`config.mk`:
```
export PLATFORM = sky130hd
export DESIGN_NAME = instr_prefetch_buffer
export DESIGN_NICKNAME = d
export VERILOG_FILES = /design/src/rtl/instr_prefetch_buffer.sv
export SDC_FILE = /design/constraint.sdc
export NUM_CORES = 1
export LEC_CHECK = 0
export CELL_PAD_IN_SITES_DETAIL_PLACEMENT = 1
export CELL_PAD_IN_SITES_GLOBAL_PLACEMENT = 2
export CORE_ASPECT_RATIO = 0.7
export CORE_MARGIN = 2
export CORE_UTILIZATION = 37
export CTS_CLUSTER_DIAMETER = 100
export CTS_CLUSTER_SIZE = 14
export DETAILED_ROUTE_END_ITERATION = 12
export GPL_TIMING_DRIVEN = 0
export PLACE_DENSITY_LB_ADDON = 0.25
export REMOVE_ABC_BUFFERS = 1
export SYNTH_ARGS = -nofsm -noshare
export SYNTH_HDL_FRONTEND = slang
export SYNTH_SLANG_ARGS = --single-unit
```
`constraint.sdc`:
```
create_clock -name clk -period 5.26 [get_ports clk]
set_clock_uncertainty 0.2 [all_clocks]
set_input_delay 1.578 -clock clk [delete_from_list [all_inputs] [get_ports clk]]
set_output_delay 1.578 -clock clk [all_outputs]
set_load 0.02 [all_outputs]
```
`src/rtl/instr_prefetch_buffer.sv`:
```
`timescale 1ns/1ps
// Instruction prefetch buffer: a small FIFO of sequential, word-aligned fetches
// tagged with their address; head hits answer locally, empty-FIFO misses bypass the returning word.
module instr_prefetch_buffer #(
  parameter int unsigned DEPTH        = 4,
  parameter logic [31:0] BOOT_ADDRESS = 32'h0000_0000
) (
  input  logic        clk,
  input  logic        rst_n,
  input  logic        core_flush_i,
  input  logic        core_req_i,
  input  logic [31:0] core_addr_i,
  output logic        core_rsp_o,
  output logic [31:0] core_data_o,
  output logic        mem_req_o,
  output logic [31:0] mem_addr_o,
  input  logic        mem_ack_i,
  input  logic [31:0] mem_data_i
);
  localparam int unsigned AW = (DEPTH > 1) ? $clog2(DEPTH) : 1;
  localparam logic [AW:0] FULL = (AW+1)'(DEPTH);

  typedef struct packed {
    logic [29:0] tag;
    logic [31:0] data;
  } entry_t;

  typedef enum logic [1:0] {M_IDLE, M_BUSY, M_DROP} mstate_e;

  mstate_e            state_q, state_d;
  entry_t [DEPTH-1:0] fifo_q;
  logic [AW-1:0]      rd_q, rd_d, wr_q, wr_d;
  logic [AW:0]        cnt_q, cnt_d;
  logic [29:0]        fptr_q, fptr_d, maddr_q, maddr_d;
  logic               mreq_q, mreq_d, rsp_q, rsp_d;
  logic [31:0]        rdata_q, rdata_d;

  logic   eval, hit, bypass, miss, push, pop, ack_busy;
  entry_t head;
  logic   unused_addr_lsb;

  assign unused_addr_lsb = ^core_addr_i[1:0];

  always_comb begin
    head     = fifo_q[rd_q];
    eval     = core_req_i && !rsp_q && !core_flush_i;
    ack_busy = (state_q == M_BUSY) && mem_ack_i;
    hit      = eval && (cnt_q != '0) && (head.tag == core_addr_i[31:2]);
    bypass   = eval && (cnt_q == '0) && ack_busy && (maddr_q == core_addr_i[31:2]);
    miss     = eval && !hit && !bypass;
    pop      = hit;
    // The in-flight slot is reserved at issue time, so the full guard is only a backstop.
    push     = ack_busy && !core_flush_i && !miss && !bypass && (cnt_q != FULL);
  end

  always_comb begin
    state_d = state_q;
    mreq_d  = mreq_q;
    maddr_d = maddr_q;
    fptr_d  = fptr_q;
    rd_d    = rd_q;
    wr_d    = wr_q;
    cnt_d   = cnt_q;
    rsp_d   = 1'b0;
    rdata_d = rdata_q;

    if (hit) begin
      rsp_d   = 1'b1;
      rdata_d = head.data;
    end else if (bypass) begin
      rsp_d   = 1'b1;
      rdata_d = mem_data_i;
    end

    if (core_flush_i || miss) begin
      rd_d  = '0;
      wr_d  = '0;
      cnt_d = '0;
    end else begin
      if (push) wr_d = wr_q + AW'(1);
      if (pop)  rd_d = rd_q + AW'(1);
      cnt_d = cnt_q + {{AW{1'b0}}, push} - {{AW{1'b0}}, pop};
    end

    if (miss) fptr_d = core_addr_i[31:2];

    unique case (state_q)
      M_IDLE: begin
        // Issue from the post-update pointer/count so a redirect goes out immediately.
        if (!core_flush_i && (cnt_d < FULL)) begin
          state_d = M_BUSY;
          mreq_d  = 1'b1;
          maddr_d = fptr_d;
        end
      end
      M_BUSY: begin
        if (mem_ack_i) begin
          state_d = M_IDLE;
          mreq_d  = 1'b0;
          if (!core_flush_i && !miss) fptr_d = fptr_q + 30'd1;
        end else if (core_flush_i || (miss && (core_addr_i[31:2] != maddr_q))) begin
          state_d = M_DROP;
        end
      end
      M_DROP: begin
        if (mem_ack_i) begin
          state_d = M_IDLE;
          mreq_d  = 1'b0;
        end
      end
      default: state_d = M_IDLE;
    endcase
  end

  always_ff @(posedge clk) begin
    if (!rst_n) begin
      state_q <= M_IDLE;
      mreq_q  <= 1'b0;
      maddr_q <= BOOT_ADDRESS[31:2];
      fptr_q  <= BOOT_ADDRESS[31:2];
      rd_q    <= '0;
      wr_q    <= '0;
      cnt_q   <= '0;
      rsp_q   <= 1'b0;
      rdata_q <= '0;
    end else begin
      state_q <= state_d;
      mreq_q  <= mreq_d;
      maddr_q <= maddr_d;
      fptr_q  <= fptr_d;
      rd_q    <= rd_d;
      wr_q    <= wr_d;
      cnt_q   <= cnt_d;
      rsp_q   <= rsp_d;
      rdata_q <= rdata_d;
    end
  end

  always_ff @(posedge clk) begin
    if (rst_n && push) fifo_q[wr_q] <= '{tag: maddr_q, data: mem_data_i};
  end

  assign core_rsp_o  = rsp_q;
  assign core_data_o = rdata_q;
  assign mem_req_o   = mreq_q;
  assign mem_addr_o  = {maddr_q, 2'b00};

endmodule

```
Yosys cells after proc, flatten, opt, wreduce, memory -nomap -nowiden:

Index checks and enable logic that the tools add are counted.

* multiplexer cells: 22
* eq/ne operators: 10
* order comparisons: 4
* bitwise gates (word level): 1
* shifts and indexed selects: 0
* div/mod/pow operators: 0
* add/sub/neg operators: 5
* reductions and logical operators: 36
* $mul: 0

Operators by type and width (count)
* bitwise mux 248 bit: 1
* binary-select mux 62 bit (select 2 bit): 1
* demux 62 bit (select 2 bit): 1
* two-way mux 62 bit: 2
* two-way mux 30 bit: 4
* two-way mux 32 bit: 2
* equality test 30 bit: 2
* adder 30 x 1 -> 30 bit (second input constant): 1
* != test 30 bit: 1
* logical AND 1 bit: 19
* two-way mux 2 bit: 4
* < comparator 2 x 3 -> 1 bit (second input constant): 2
* case mux 2 bit (3 select lines): 1
* AND reduction 3 bit: 2
* logical NOT 1 bit: 5
* adder 2 x 1 -> 2 bit (second input constant): 2
* two-way mux 1 bit: 4
* != test 2 bit (second input constant): 2
* nonzero test 2 bit: 2
* OR reduction 2 bit: 2
* adder 3 x 1 -> 3 bit: 1
* logical NOT 3 bit: 1
* < comparator 3 bit (second input constant): 1
* two-way mux 3 bit: 1
* 13 further kinds: 14

* output and inout port bits: 66
* bits in latches: 0
* word-level logic and storage cells: 95
* memories kept: 0
* input bits: 69
* RAM bits: 0
* register bits: 351
* memory bits (read-only): 0

Logic depth before layout (Yosys ltp):

Gate-level depths: netlist (run 1).

* depth in word-level cells: 19
* mapped depth: 21
* mapped depth without buffers: 16

Worst setup path before layout (run 1):

Ideal clock, no wire load.

* path type: input-to-reg
* from: in core_flush_i
* to: reg fifo_q[0] (netlist bit), enable pin
* slack: -124 ps
* setup time: 427 ps
* data arrival time: 4758 ps
* cell stages on the path: 8
* data required time: 4633 ps
* buffers on the path: 0
* cell sequence: or3b_2 > a311oi_1 > o2111ai_1 > nor2_1 > and4_4 > nor3_4 > nor3_2 > and3_1

* cells in the longest elaborated chain, start to end: 12
* elaborated cells on any way between the ends: 17
* classes of those cells: 17 x reduce/logical

Ends and longest elaborated chain
* from (decl): RTL line 10 `input logic core_flush_i,`
* logical NOT 1 bit (*): RTL line 46, 53
* logical AND 1 bit: RTL line 46 `eval = core_req_i && !rsp_q && !core_flush_i;`
* logical AND 1 bit (on tied branches) (2 in series): RTL line 48, 49
* logical NOT 1 bit or logical AND 1 bit (tied branches): RTL line 50, 49
* logical AND 1 bit or logical NOT 1 bit (tied branches): RTL line 50, 53
* logical AND 1 bit: RTL line 50 `miss = eval && !hit && !bypass;`
* logical NOT 1 bit: RTL line 53 `push = ack_busy && !core_flush_i && !miss && !bypass && (cnt_q != FULL);`
* logical AND 1 bit: RTL line 53
* logical AND 1 bit (*) (2 in series): RTL line 53
* logical AND 1 bit (*): RTL line 140 `if (rst_n && push) fifo_q[wr_q] <= '{tag: maddr_q, data: mem_data_i};`
* to (signal, indexed assignment): RTL line 140
* to (decl): RTL line 31 `entry_t [DEPTH-1:0] fifo_q;`

Mark *: on every way between the ends. The rest lies on a longest branch, timed or not.
A chain may end at the register's enable or synchronous reset.

Final worst setup path (run 1):

* from: in core_addr_i[19]
* to: reg maddr_q[20]

* cells in the longest elaborated chain, start to end: 15
* elaborated cells on any way between the ends: 20
* classes of those cells: 2 x add/sub; 1 x order compare; 2 x eq/ne; 2 x mux; 13 x reduce/logical

Ends and longest elaborated chain
* from (decl): RTL line 12 `input logic [31:0] core_addr_i,`
* equality test 30 bit: RTL line 48 `hit = eval && (cnt_q != '0) && (head.tag == core_addr_i[31:2]);`
* logical AND 1 bit: RTL line 48
* logical NOT 1 bit: RTL line 50
* logical AND 1 bit (2 in series): RTL line 50
* logical NOT 1 bit: RTL line 53
* logical AND 1 bit (3 in series): RTL line 53
* adder 3 x 1 -> 3 bit: RTL line 82 `cnt_d = cnt_q + {{AW{1'b0}}, push} - {{AW{1'b0}}, pop};`
* subtractor 3 x 1 -> 3 bit: RTL line 82
* two-way mux 3 bit: RTL line 75 `if (core_flush_i || miss) begin`
* < comparator 3 bit: RTL line 90 `if (!core_flush_i && (cnt_d < FULL)) begin`
* logical AND 1 bit: RTL line 90
* AND reduction 2 bit (no line)
* to (signal assigned): RTL line 119 `maddr_q <= BOOT_ADDRESS[31:2];`
* to (signal assigned): RTL line 129 `maddr_q <= maddr_d;`
* to (decl): RTL line 34 `logic [29:0] fptr_q, fptr_d, maddr_q, maddr_d;`

Several ways; a longest one is shown, not always the timed one.

==> results of run 1 <==
[what timing repair did]
action                                  4_1_cts  5_1_grt
cloned                                        5        2
resized for setup                           113       44
endpoints found under the setup margin      294       52
setup buffers                                36        9
pin swaps                                    33       23
[cell usage in the layout, fill, tap and decap left out, types with 31 or more instances in the layout]
cell type                         count
sky130_fd_sc_hd__nor2_1              70
sky130_fd_sc_hd__dfxtp_1            101
sky130_fd_sc_hd__edfxtp_1           248
sky130_fd_sc_hd__mux2i_1             47
sky130_fd_sc_hd__mux4_2              56
sky130_fd_sc_hd__a211oi_1            54
sky130_fd_sc_hd__xor2_1              52
sky130_fd_sc_hd__clkbuf_16           31
sky130_fd_sc_hd__buf_4               36
sky130_fd_sc_hd__inv_1               44
sky130_fd_sc_hd__clkdlybuf4s50_1     98
[Yosys cell counts (8+ instances only)]
library cell	n	share of area [%]
sky130_fd_sc_hd__edfxtp_1	248	50
sky130_fd_sc_hd__a221oi_1	30	1.8
sky130_fd_sc_hd__and3_1	8	0.34
sky130_fd_sc_hd__xor2_1	52	3.1
sky130_fd_sc_hd__nand2_1	23	0.58
sky130_fd_sc_hd__nor2_1	81	2.1
sky130_fd_sc_hd__clkbuf_1	30	0.76
sky130_fd_sc_hd__inv_1	46	1.2
sky130_fd_sc_hd__ha_1	10	0.85
sky130_fd_sc_hd__mux2i_1	47	3.2
sky130_fd_sc_hd__o22ai_1	31	1.3
sky130_fd_sc_hd__dfxtp_1	103	14
sky130_fd_sc_hd__mux4_2	56	8.5
sky130_fd_sc_hd__buf_2	17	0.58
sky130_fd_sc_hd__a211oi_1	59	3.0
sky130_fd_sc_hd__nand3_1	12	0.41
sky130_fd_sc_hd__nand4_1	24	1.0
sky130_fd_sc_hd__nor4_1	8	0.34
sky130_fd_sc_hd__xnor2_1	40	2.4
[kinds of logic (layout without fill, tap and decap cells)]
kind of cell | count (synthesis) | after routing | share of synthesized area [%]
flops | 351 | 351 | 64.30
buf+inv | 110 | 294 | 3.325
simple gates | 183 | 186 | 6.219
compound gates | 152 | 152 | 7.606
fa+ha+maj | 11 | 11 | 0.9815
other cells | 1 | 2 | 0.02536
xor+xnor | 92 | 92 | 5.449
mux | 108 | 108 | 12.09
[power groups by stage]
| stage | registers (mW) | clock network (mW) | logic (mW) |
|---|---|---|---|
| 3_5_place_dp | 3.17 | 0 | 0.453 |
| 3_3_place_gp | 3.17 | 0 | 0.435 |
| 6_report | 3.11 | 2.03 | 0.534 |
| 2_1_floorplan | 3.18 | 0 | 0.178 |
| 4_1_cts | 3.11 | 2.09 | 0.526 |
| 5_1_grt | 3.12 | 2.20 | 0.570 |
[sequential cells by signal (all words and copies together) (netlist names), 2 cells and up]
signal	cells
cnt_q	3
core_data_o	32
fifo_q	248
fptr_q	30
maddr_q	30
rd_q	2
state_q	2
wr_q	2
[cell type report]
| cell class | count | area [um2] |
|---|---|---|
| sequential | 351 | 9517 |
| fill | 3939 | 20760 |
| tap | 535 | 669.4 |
| multi-input combinational | 551 | 5384 |
| timing repair buffer | 194 | 2196 |
| clock inverter | 2 | 25.02 |
| inverter | 46 | 175.2 |
| clock buffer | 52 | 812.0 |
[critical path, stage by stage]
cell and delay, ns:
sky130_fd_sc_hd__buf_6 0.12, sky130_fd_sc_hd__a222oi_1 0.44, sky130_fd_sc_hd__o2111ai_2 0.23, sky130_fd_sc_hd__o31ai_4 0.28
sky130_fd_sc_hd__buf_6 0.16, sky130_fd_sc_hd__or4b_4 0.48, sky130_fd_sc_hd__nor3_4 0.29, sky130_fd_sc_hd__ha_4 0.16
sky130_fd_sc_hd__inv_1 0.04, sky130_fd_sc_hd__ha_2 0.18, sky130_fd_sc_hd__fa_2 0.35, sky130_fd_sc_hd__xnor2_2 0.17
sky130_fd_sc_hd__nor2_4 0.16, sky130_fd_sc_hd__o21ai_4 0.10, sky130_fd_sc_hd__buf_12 0.21, sky130_fd_sc_hd__bufbuf_16 0.26
sky130_fd_sc_hd__a221oi_2 0.25
[routing by layer]
layer  GRT usage, %  routed length (um)  up-vias
li1               -                   -     4230
met1          31.39               21550     4946
met2          30.34               18350      171
met3          2.887                1515       49
met4          3.948                 693        0
met5              0                   0        -
[worst min path at each step]
stage,to,cells after the start,startpoint
3_3_place_gp,core_data_o[0]$_SDFFE_PN0P_,2,core_data_o[0]$_SDFFE_PN0P_
2_1_floorplan,state_q[0]$_SDFFE_PN0P_,2,state_q[0]$_SDFFE_PN0P_
6_report,core_data_o[0]$_SDFFE_PN0P_,2,core_data_o[0]$_SDFFE_PN0P_
3_5_place_dp,core_data_o[0]$_SDFFE_PN0P_,2,core_data_o[0]$_SDFFE_PN0P_
5_1_grt,core_data_o[0]$_SDFFE_PN0P_,2,core_data_o[0]$_SDFFE_PN0P_
4_1_cts,core_data_o[0]$_SDFFE_PN0P_,2,core_data_o[0]$_SDFFE_PN0P_
==> metrics, run 1 <==
Critical R2R Launch rd_q[1]$_SDFFE_PP0N_; switching power share of the total 24.28%; Routed wire per std cell 24.33 um; max cap viols 0; buffer type at the clock tree root sky130_fd_sc_hd__clkbuf_16; Clock transition at path regs 0.07 ns; TritonCTS clock tree done; worst-path fanout max 6; Post-Synthesis Cell Area 0.01479 mm2; capturing element of the worst setup path maddr_q[20]$_SDFFE_PN0P_; Via Count 9396; final worst slack 0.08656 ns; final cell area excluding filler cells 0.01878 mm2; area of placed instances 0.01691 mm2; worst supply voltage drop on vdd 0.2229 mV; GRT overflow 0; Total Die Area 0.04161 mm2; initial antenna violation count 1; DP HPWL 25490 um; switching power summed over all nets 1.379 mW; number of remaining DRC errors 0; logic depth of the worst register-to-register path 19; reg2reg setup slack 0.21 ns; Final TNS setup 0 ns; origin of the worst setup path core_addr_i[19]; Final Non-Filler Cells 1731; average cell area after synthesis 14.67 um2; DRC marker count from the first detailed-route iteration 592; number of hold violations in the final report 0; CP Capture Type register; number of flops mapped to enable cells by yosys 248; share of layout cells above drive strength 1 21.57%; Final Power 5.680 mW; Initial Utilization 37.40%; clock latency of the later-clocked register in the worst-skew pair 0.58 ns; Yosys reg bits 351; vias in the first global route 9801; Cell Count Post-Placement 1629; Port Buffers 130; total iterations of the first detailed-routing run 5; combinational group share of total power 9.4%; cell-internal power 4.301 mW; number of antenna cells inserted 0; worst setup timing slack at the placement stage -3.007 ns; fraction of the yosys area taken by sequential cells 64.30%; actual slew at the worst max-slew pin 1.195 ns; I/O pin cnt 135; clock period minus final worst setup slack 5.173 ns; sequential share of power 54.8%; total power divided by cell area 302.5 mW/mm2; leak pwr 6.105 nW; area of the core 0.03954 mm2; most common flop cell mapped by yosys sky130_fd_sc_hd__edfxtp_1; highest clock rate 0.1933 GHz; class of the most critical setup path primary input to register; destination of the worst register-to-register timing path maddr_q[20]$_SDFFE_PN0P_; Num CTS Buffers 29; first-pass GRT wire length 63850 um; Final Setup Violations 0; area added between synthesis and finish 26.98%; overall track demand over capacity in global routing 20.28%; pin count of the biggest net entering global routing 62; Die H 171.3 um; number of distinct library cell variants in the gate-level netlist after synthesis 59; std cell rows 61; kind of start point of the critical path primary input; Clk network pwr share 35.8%; hold buffers post-CTS 0; Post-layout nets 1253; Total Routed Length 42110 um; final slew viol count 0; die span in x 243.0 um; Bufs on Longest Clock Path 3; async set-or-reset flop fraction in the synthesized netlist 0%; CTS Sinks 351; run status finished, final reports clean; Tightest Hold Check Type register to register; via/cell ratio 5.428; total number of yosys warnings 0; WP data arrival 5.46 ns; portion of the clock cycle consumed by the worst path in the final layout 98.35%; antenna-violating nets left 0; Util after Layout 47.50%; H-tree level count 1; RePlAce Congestion 0.7602; worst-case hold slack 0.3006 ns; number of instances in the synthesized netlist 1008; worst slew margin relative to its limit 20.33%; data required time of the worst path 5.54 ns
Note: power is estimated with default switching activity, not from simulation.
==> inputs of run 2 (changes only) <==
Settings changed: SLEW_MARGIN from default to 5.
==> run 2 against run 1 <==
Die area is the same; worst setup slack lost 0.012 ns; combinational power is essentially flat; global-route usage shrank 0.46 points; worst hold slack lost 0.0090 ns; fmax shrank 0.23%; count of clock-buffer cells in the layout is the same; critical path depth grew 6; critical path type unchanged; largest cell class unchanged; largest power group unchanged.
==> metrics, run 2 (same netlist as run 1, synthesis figures left out) <==
die span in x 243.0 um; overall track demand over capacity in global routing 19.81%; vias in the first global route 9553; worst supply voltage drop on vdd 0.2519 mV; initial antenna violation count 1; number of hold violations in the final report 0; switching power summed over all nets 1.394 mW; share of layout cells above drive strength 1 22.58%; antenna-violating nets left 0; TritonCTS clock tree done; worst-path fanout max 10; combinational group share of total power 9.3%; Die H 171.3 um; DRC marker count from the first detailed-route iteration 581; DP HPWL 25660 um; most common library cell in the layout ignoring fill and taps sky130_fd_sc_hd__edfxtp_1; class of the most critical setup path primary input to register; worst setup timing slack at the placement stage -2.588 ns; Routed wire per std cell 24.27 um; RSZ-0062 raised after global routing no; Via Count 9411; GRT overflow 0; Largest register FFs 248; switching power share of the total 24.47%; kind of start point of the critical path primary input; I/O pin cnt 135; cell-internal power 4.303 mW; Final Non-Filler Cells 1736; total iterations of the first detailed-routing run 4; highest clock rate 0.1928 GHz; Clock transition at path regs 0.07 ns; final slew viol count 0; WP data arrival 5.42 ns; final worst slack 0.07442 ns; Total Routed Length 42140 um; Post-layout nets 1257; total power divided by cell area 301.2 mW/mm2; buffer type at the clock tree root sky130_fd_sc_hd__clkbuf_16; worst slew margin relative to its limit 54.66%; CTS Sinks 351; portion of the clock cycle consumed by the worst path in the final layout 98.59%; Cell Count Post-Placement 1631; Final Setup Violations 0; Bufs on Longest Clock Path 3; Final Power 5.697 mW; actual slew at the worst max-slew pin 0.6739 ns; pin count of the biggest net entering global routing 62; Initial Utilization 37.40%; number of remaining DRC errors 0; CP Capture Type register; max cap viols 0; Total Die Area 0.04161 mm2; area added between synthesis and finish 27.89%; highest-count cells in the layout ignoring fill and taps sky130_fd_sc_hd__edfxtp_1, sky130_fd_sc_hd__dfxtp_1, sky130_fd_sc_hd__clkdlybuf4s50_1, sky130_fd_sc_hd__nor2_1, sky130_fd_sc_hd__mux4_2; Clk network pwr share 36.0%; RePlAce Congestion 0.7602; run status finished, final reports clean; first-pass GRT wire length 62330 um; Num CTS Buffers 29; via/cell ratio 5.421; data required time of the worst path 5.49 ns; std cell rows 61; Port Buffers 130; sequential share of power 54.7%; clock latency of the later-clocked register in the worst-skew pair 0.58 ns; clock period minus final worst setup slack 5.186 ns; leak pwr 6.235 nW; area of the core 0.03954 mm2; H-tree level count 1; Tightest Hold Check Type register to register; most flop-heavy register fifo_q
run 2: changes by cell type in the layout (fill, tap and decap cells not counted), moves of 3 or more:
cell                             previous run  this run
sky130_fd_sc_hd__a211oi_2                   4         7
sky130_fd_sc_hd__a221oi_1                  13        17
sky130_fd_sc_hd__a221oi_2                  17        13
sky130_fd_sc_hd__buf_12                     3         7
sky130_fd_sc_hd__buf_4                     36        39
sky130_fd_sc_hd__dlygate4sd2_1             12         1
sky130_fd_sc_hd__dlymetal6s2s_1            11        23
sky130_fd_sc_hd__o22ai_1                   30        20
sky130_fd_sc_hd__o22ai_2                    1        11
sky130_fd_sc_hd__xor2_1                    52        49
sky130_fd_sc_hd__xor2_2                     0         3
run 2: power groups by stage:
stage               clock network [mW]  logic, mW  registers (mW)
finish                            2.05      0.531            3.11
global route                      2.21      0.566            3.12
CTS                               2.10      0.508            3.11
detailed placement                   0      0.457            3.17
global placement                     0      0.435            3.17
floorplan                            0      0.178            3.18
run 2: timing repair:
item                                    CTS  global route
endpoints found under the hold margin     0             0
resized for setup                        64           100
setup buffers                            30            16
cloned                                    5             2
endpoints found under the setup margin  284           121
pin swaps                                16            27
hold buffers                              0             0
run 2: worst max-delay path: stages:
cell                        delay [ns]
sky130_fd_sc_hd__buf_2            0.15
sky130_fd_sc_hd__or3b_4           0.42
sky130_fd_sc_hd__a311oi_2         0.25
sky130_fd_sc_hd__o2111ai_2        0.28
sky130_fd_sc_hd__nor2_2           0.20
sky130_fd_sc_hd__nand4_1          0.22
sky130_fd_sc_hd__buf_4            0.22
sky130_fd_sc_hd__buf_4            0.12
sky130_fd_sc_hd__buf_4            0.13
sky130_fd_sc_hd__buf_4            0.12
sky130_fd_sc_hd__buf_4            0.12
sky130_fd_sc_hd__buf_4            0.12
sky130_fd_sc_hd__buf_4            0.12
sky130_fd_sc_hd__buf_4            0.12
sky130_fd_sc_hd__buf_4            0.13
sky130_fd_sc_hd__buf_4            0.13
sky130_fd_sc_hd__buf_4            0.12
sky130_fd_sc_hd__buf_4            0.12
sky130_fd_sc_hd__buf_4            0.19
sky130_fd_sc_hd__buf_12           0.17
sky130_fd_sc_hd__buf_16           0.15
sky130_fd_sc_hd__nor2_2           0.14
sky130_fd_sc_hd__a211oi_2         0.06
run 2: layout make-up:
class                      instances  area (um2)
antenna                            1       2.502
timing repair buffer             199        2282
fill                            3942       20620
sequential                       351        9517
clock buffer                      52       812.0
clock inverter                     2       25.02
inverter                          46       175.2
multi-input combinational        550        5429
tap                              535       669.4
run 2: final timing paths:
check | startpoint | to | slack [ns] | cells after the start
max reg2reg | rd_q[1]$_SDFFE_PP0N_ | core_data_o[3]$_SDFFE_PN0P_ | 0.12 | 23
max | core_flush_i | core_data_o[3]$_SDFFE_PN0P_ | 0.07 | 23
min | core_data_o[0]$_SDFFE_PN0P_ | core_data_o[0]$_SDFFE_PN0P_ | 0.29 | 2
min reg2reg | core_data_o[0]$_SDFFE_PN0P_ | core_data_o[0]$_SDFFE_PN0P_ | 0.29 | 2
run 2: layer usage:
metal  vias up  GRT usage [%]  part of all wire [%]
met5         -              0                     0
met3        50          3.136                   4.5
met2       207          29.20                    43
li1       4237              -                     -
met4         0          4.268                   1.8
met1      4917          30.66                    51
run 2: stage by stage:
| step | cell area [um2] | setup TNS, ns | utilization, % | hold slack, ns |
|---|---|---|---|---|
| global route | 18910 | 0 | 47.84 | 0.3203 |
| CTS | 18440 | -0.01150 | 46.63 | 0.2955 |
| floorplan | 14470 | -1111.48 | - | 0.2883 |
| finish | 18910 | 0 | 47.84 | 0.2916 |
| global placement | 16440 | -2990.81 | 41.59 | 0.2764 |
| detailed placement | 16910 | -322.25 | 42.78 | 0.2853 |
==> inputs of run 3 (changes only) <==
Settings changed: CORE_UTILIZATION 37 to 41, DONT_BUFFER_PORTS from default to 1.
==> run 3 against run 2 <==
Die area down 9.6%; sequential share of layout area up 5.9 points; non-clock buffer count down 164; total power down 3.8%; cell count down 13%; critical endpoint is now maddr_q[16]$_SDFFE_PN0P_; design area down 10%; critical path depth down 4; highest routed layer unchanged.
==> metrics, run 3 (same netlist as run 1, synthesis figures left out) <==
number of hold violations in the final report 0; die span in x 231.0 um; Num CTS Buffers 29; slowest cell on the critical path sky130_fd_sc_hd__or3b_4; sequential share of power 57.6%; Bufs on Longest Clock Path 3; area added between synthesis and finish 14.49%; run status finished, final reports clean; Clk network pwr share 36.8%; std cell rows 58; actual slew at the worst max-slew pin 0.6985 ns; share of layout cells above drive strength 1 17.57%; crit path buf inv count 4; Clock transition at path regs 0.07 ns; leak pwr 5.290 nW; I/O pin cnt 135; Post-layout nets 1094; Util after Layout 47.42%; H-tree level count 1; pin count of the biggest net entering global routing 52; kind of start point of the critical path primary input; CTS Sinks 351; max cap viols 0; most flop-heavy register fifo_q; combinational group share of total power 5.6%; Total Routed Length 39730 um; antenna-violating nets left 0; highest clock rate 0.1968 GHz; Final Power 5.479 mW; Via Count 8650; Critical Path, Cell by Cell or3b_4 -> a311oi_2 -> o2111ai_2 -> nor2_2 -> nand4_1 -> buf_12 -> nand2_8 -> nand3_2 -> ha_1 -> inv_1 -> ha_1 -> fa_2 -> xnor2_4 -> nor2_4 -> o31ai_4 -> buf_8 -> buf_16 -> o22ai_1 -> a221oi_1; cell-internal power 4.195 mW; WP data arrival 5.29 ns; area of the core 0.03570 mm2; worst stage delay on the critical path 0.45 ns; most common library cell in the layout ignoring fill and taps sky130_fd_sc_hd__edfxtp_1; hold buffers post-CTS 0; vias in the first global route 9072; DRC marker count from the first detailed-route iteration 523; total iterations of the first detailed-routing run 5; TritonCTS clock tree done; highest-count cells in the layout ignoring fill and taps sky130_fd_sc_hd__edfxtp_1, sky130_fd_sc_hd__dfxtp_1, sky130_fd_sc_hd__nor2_1, sky130_fd_sc_hd__a211oi_1, sky130_fd_sc_hd__mux4_2; Routed wire per std cell 26.19 um; initial antenna violation count 0; Port Buffers 0; GRT overflow 0; overall track demand over capacity in global routing 21.36%; DP HPWL 25160 um; via/cell ratio 5.702; worst supply voltage drop on vdd 0.1933 mV; buffer type at the clock tree root sky130_fd_sc_hd__clkbuf_16; Total Die Area 0.03763 mm2; dominant cell type by count on the critical path sky130_fd_sc_hd__ha_1; Tightest Hold Check Type register to register; number of remaining DRC errors 0; RSZ-0062 raised after global routing no; final slew viol count 0; clock period minus final worst setup slack 5.081 ns; worst slew margin relative to its limit 53.38%; Die H 162.9 um; class of the most critical setup path primary input to register; portion of the clock cycle consumed by the worst path in the final layout 96.59%; switching power summed over all nets 1.284 mW; RePlAce Congestion 0.7606; Largest register FFs 248; total power divided by cell area 323.6 mW/mm2; first-pass GRT wire length 59950 um; Final Setup Violations 0; worst-path fanout max 15; clock latency of the later-clocked register in the worst-skew pair 0.57 ns; Initial Utilization 41.42%; CP Capture Type register; Top Family by Delay on Critical Path simple AND/OR/NAND/NOR gates; switching power share of the total 23.44%; data required time of the worst path 5.47 ns
-- run 3: stage by stage --
stage | cell area, um2 | cells | hold WS [ns] | setup WS (ns) | TNS, ns
after floorplan | 14470 | 945 | 0.2883 | -5.668 | -1111.48
after global placement | 15070 | 1425 | 0.3269 | -11.89 | -2707.13
after detailed placement | 15530 | 1444 | 0.3372 | -2.545 | -166.59
after CTS | 16770 | 1510 | 0.3480 | 0.02378 | 0
after global routing | 16930 | 1516 | 0.3773 | 0.03450 | 0
final | 16930 | 1517 | 0.3462 | 0.1795 | 0
-- run 3: final timing paths --
path,from,end,slack (ns),cells past startpoint
setup / recovery,core_flush_i,maddr_q[16]$_SDFFE_PN0P_,0.18,19
hold / removal,state_q[0]$_SDFFE_PN0P_,state_q[0]$_SDFFE_PN0P_,0.35,2
setup reg to reg,rd_q[0]$_SDFFE_PP0N_,maddr_q[16]$_SDFFE_PN0P_,0.32,20
hold reg to reg,state_q[0]$_SDFFE_PN0P_,state_q[0]$_SDFFE_PN0P_,0.35,2
-- run 3: power groups by stage --
stage | combinational, mW | sequential, mW | clock, mW
5_1_grt | 0.331 | 3.17 | 2.18
4_1_cts | 0.296 | 3.16 | 2.09
3_3_place_gp | 0.252 | 3.22 | 0
2_1_floorplan | 0.178 | 3.18 | 0
3_5_place_dp | 0.276 | 3.22 | 0
6_report | 0.305 | 3.16 | 2.02
-- run 3: what timing repair did --
| item | CTS | global route |
|---|---|---|
| setup endpoints to repair | 36 | 33 |
| gates resized for setup | 32 | 17 |
| setup buffers | 9 | 5 |
| gates cloned | 4 | 1 |
| hold endpoints to repair | 0 | 0 |
| pin swaps | 4 | 9 |
-- run 3: cell type report --
class / count / area [um2]
Fill cell: 3483 / 18770
Sequential cell: 351 / 9517
Multi-Input combinational cell: 551 / 5215
Clock buffer: 52 / 812.0
Tap cell: 480 / 600.6
Timing Repair Buffer: 35 / 593.1
Inverter: 46 / 175.2
Clock inverter: 1 / 16.27
Antenna cell: 1 / 2.502
-- run 3: worst reg2reg max path: stages (launching register included) --
cell and delay [ns]:
sky130_fd_sc_hd__dfxtp_4 0.43, sky130_fd_sc_hd__buf_16 0.20, sky130_fd_sc_hd__mux4_2 0.58, sky130_fd_sc_hd__xnor2_2 0.25, sky130_fd_sc_hd__nand4_1 0.20, sky130_fd_sc_hd__nor4_4 0.32
sky130_fd_sc_hd__nand4_1 0.23, sky130_fd_sc_hd__buf_12 0.21, sky130_fd_sc_hd__nand2_8 0.07, sky130_fd_sc_hd__nand3_2 0.09, sky130_fd_sc_hd__ha_1 0.30, sky130_fd_sc_hd__inv_1 0.04
sky130_fd_sc_hd__ha_1 0.19, sky130_fd_sc_hd__fa_2 0.41, sky130_fd_sc_hd__xnor2_4 0.16, sky130_fd_sc_hd__nor2_4 0.21, sky130_fd_sc_hd__o31ai_4 0.12, sky130_fd_sc_hd__buf_8 0.15
sky130_fd_sc_hd__buf_16 0.15, sky130_fd_sc_hd__o22ai_1 0.17, sky130_fd_sc_hd__a221oi_1 0.10
-- run 3: routing by layer --
layer  up-vias  part of all wire, %  global-route usage, %  routed length [um]
li1       3909                    -                      -                   -
met1      4520                   48                  31.55               19080
met2       188                   45                  32.80               17740
met3        33                  6.1                  4.972                2404
met4         0                  1.3                  3.226                 499
met5         -                    0                      0                   0
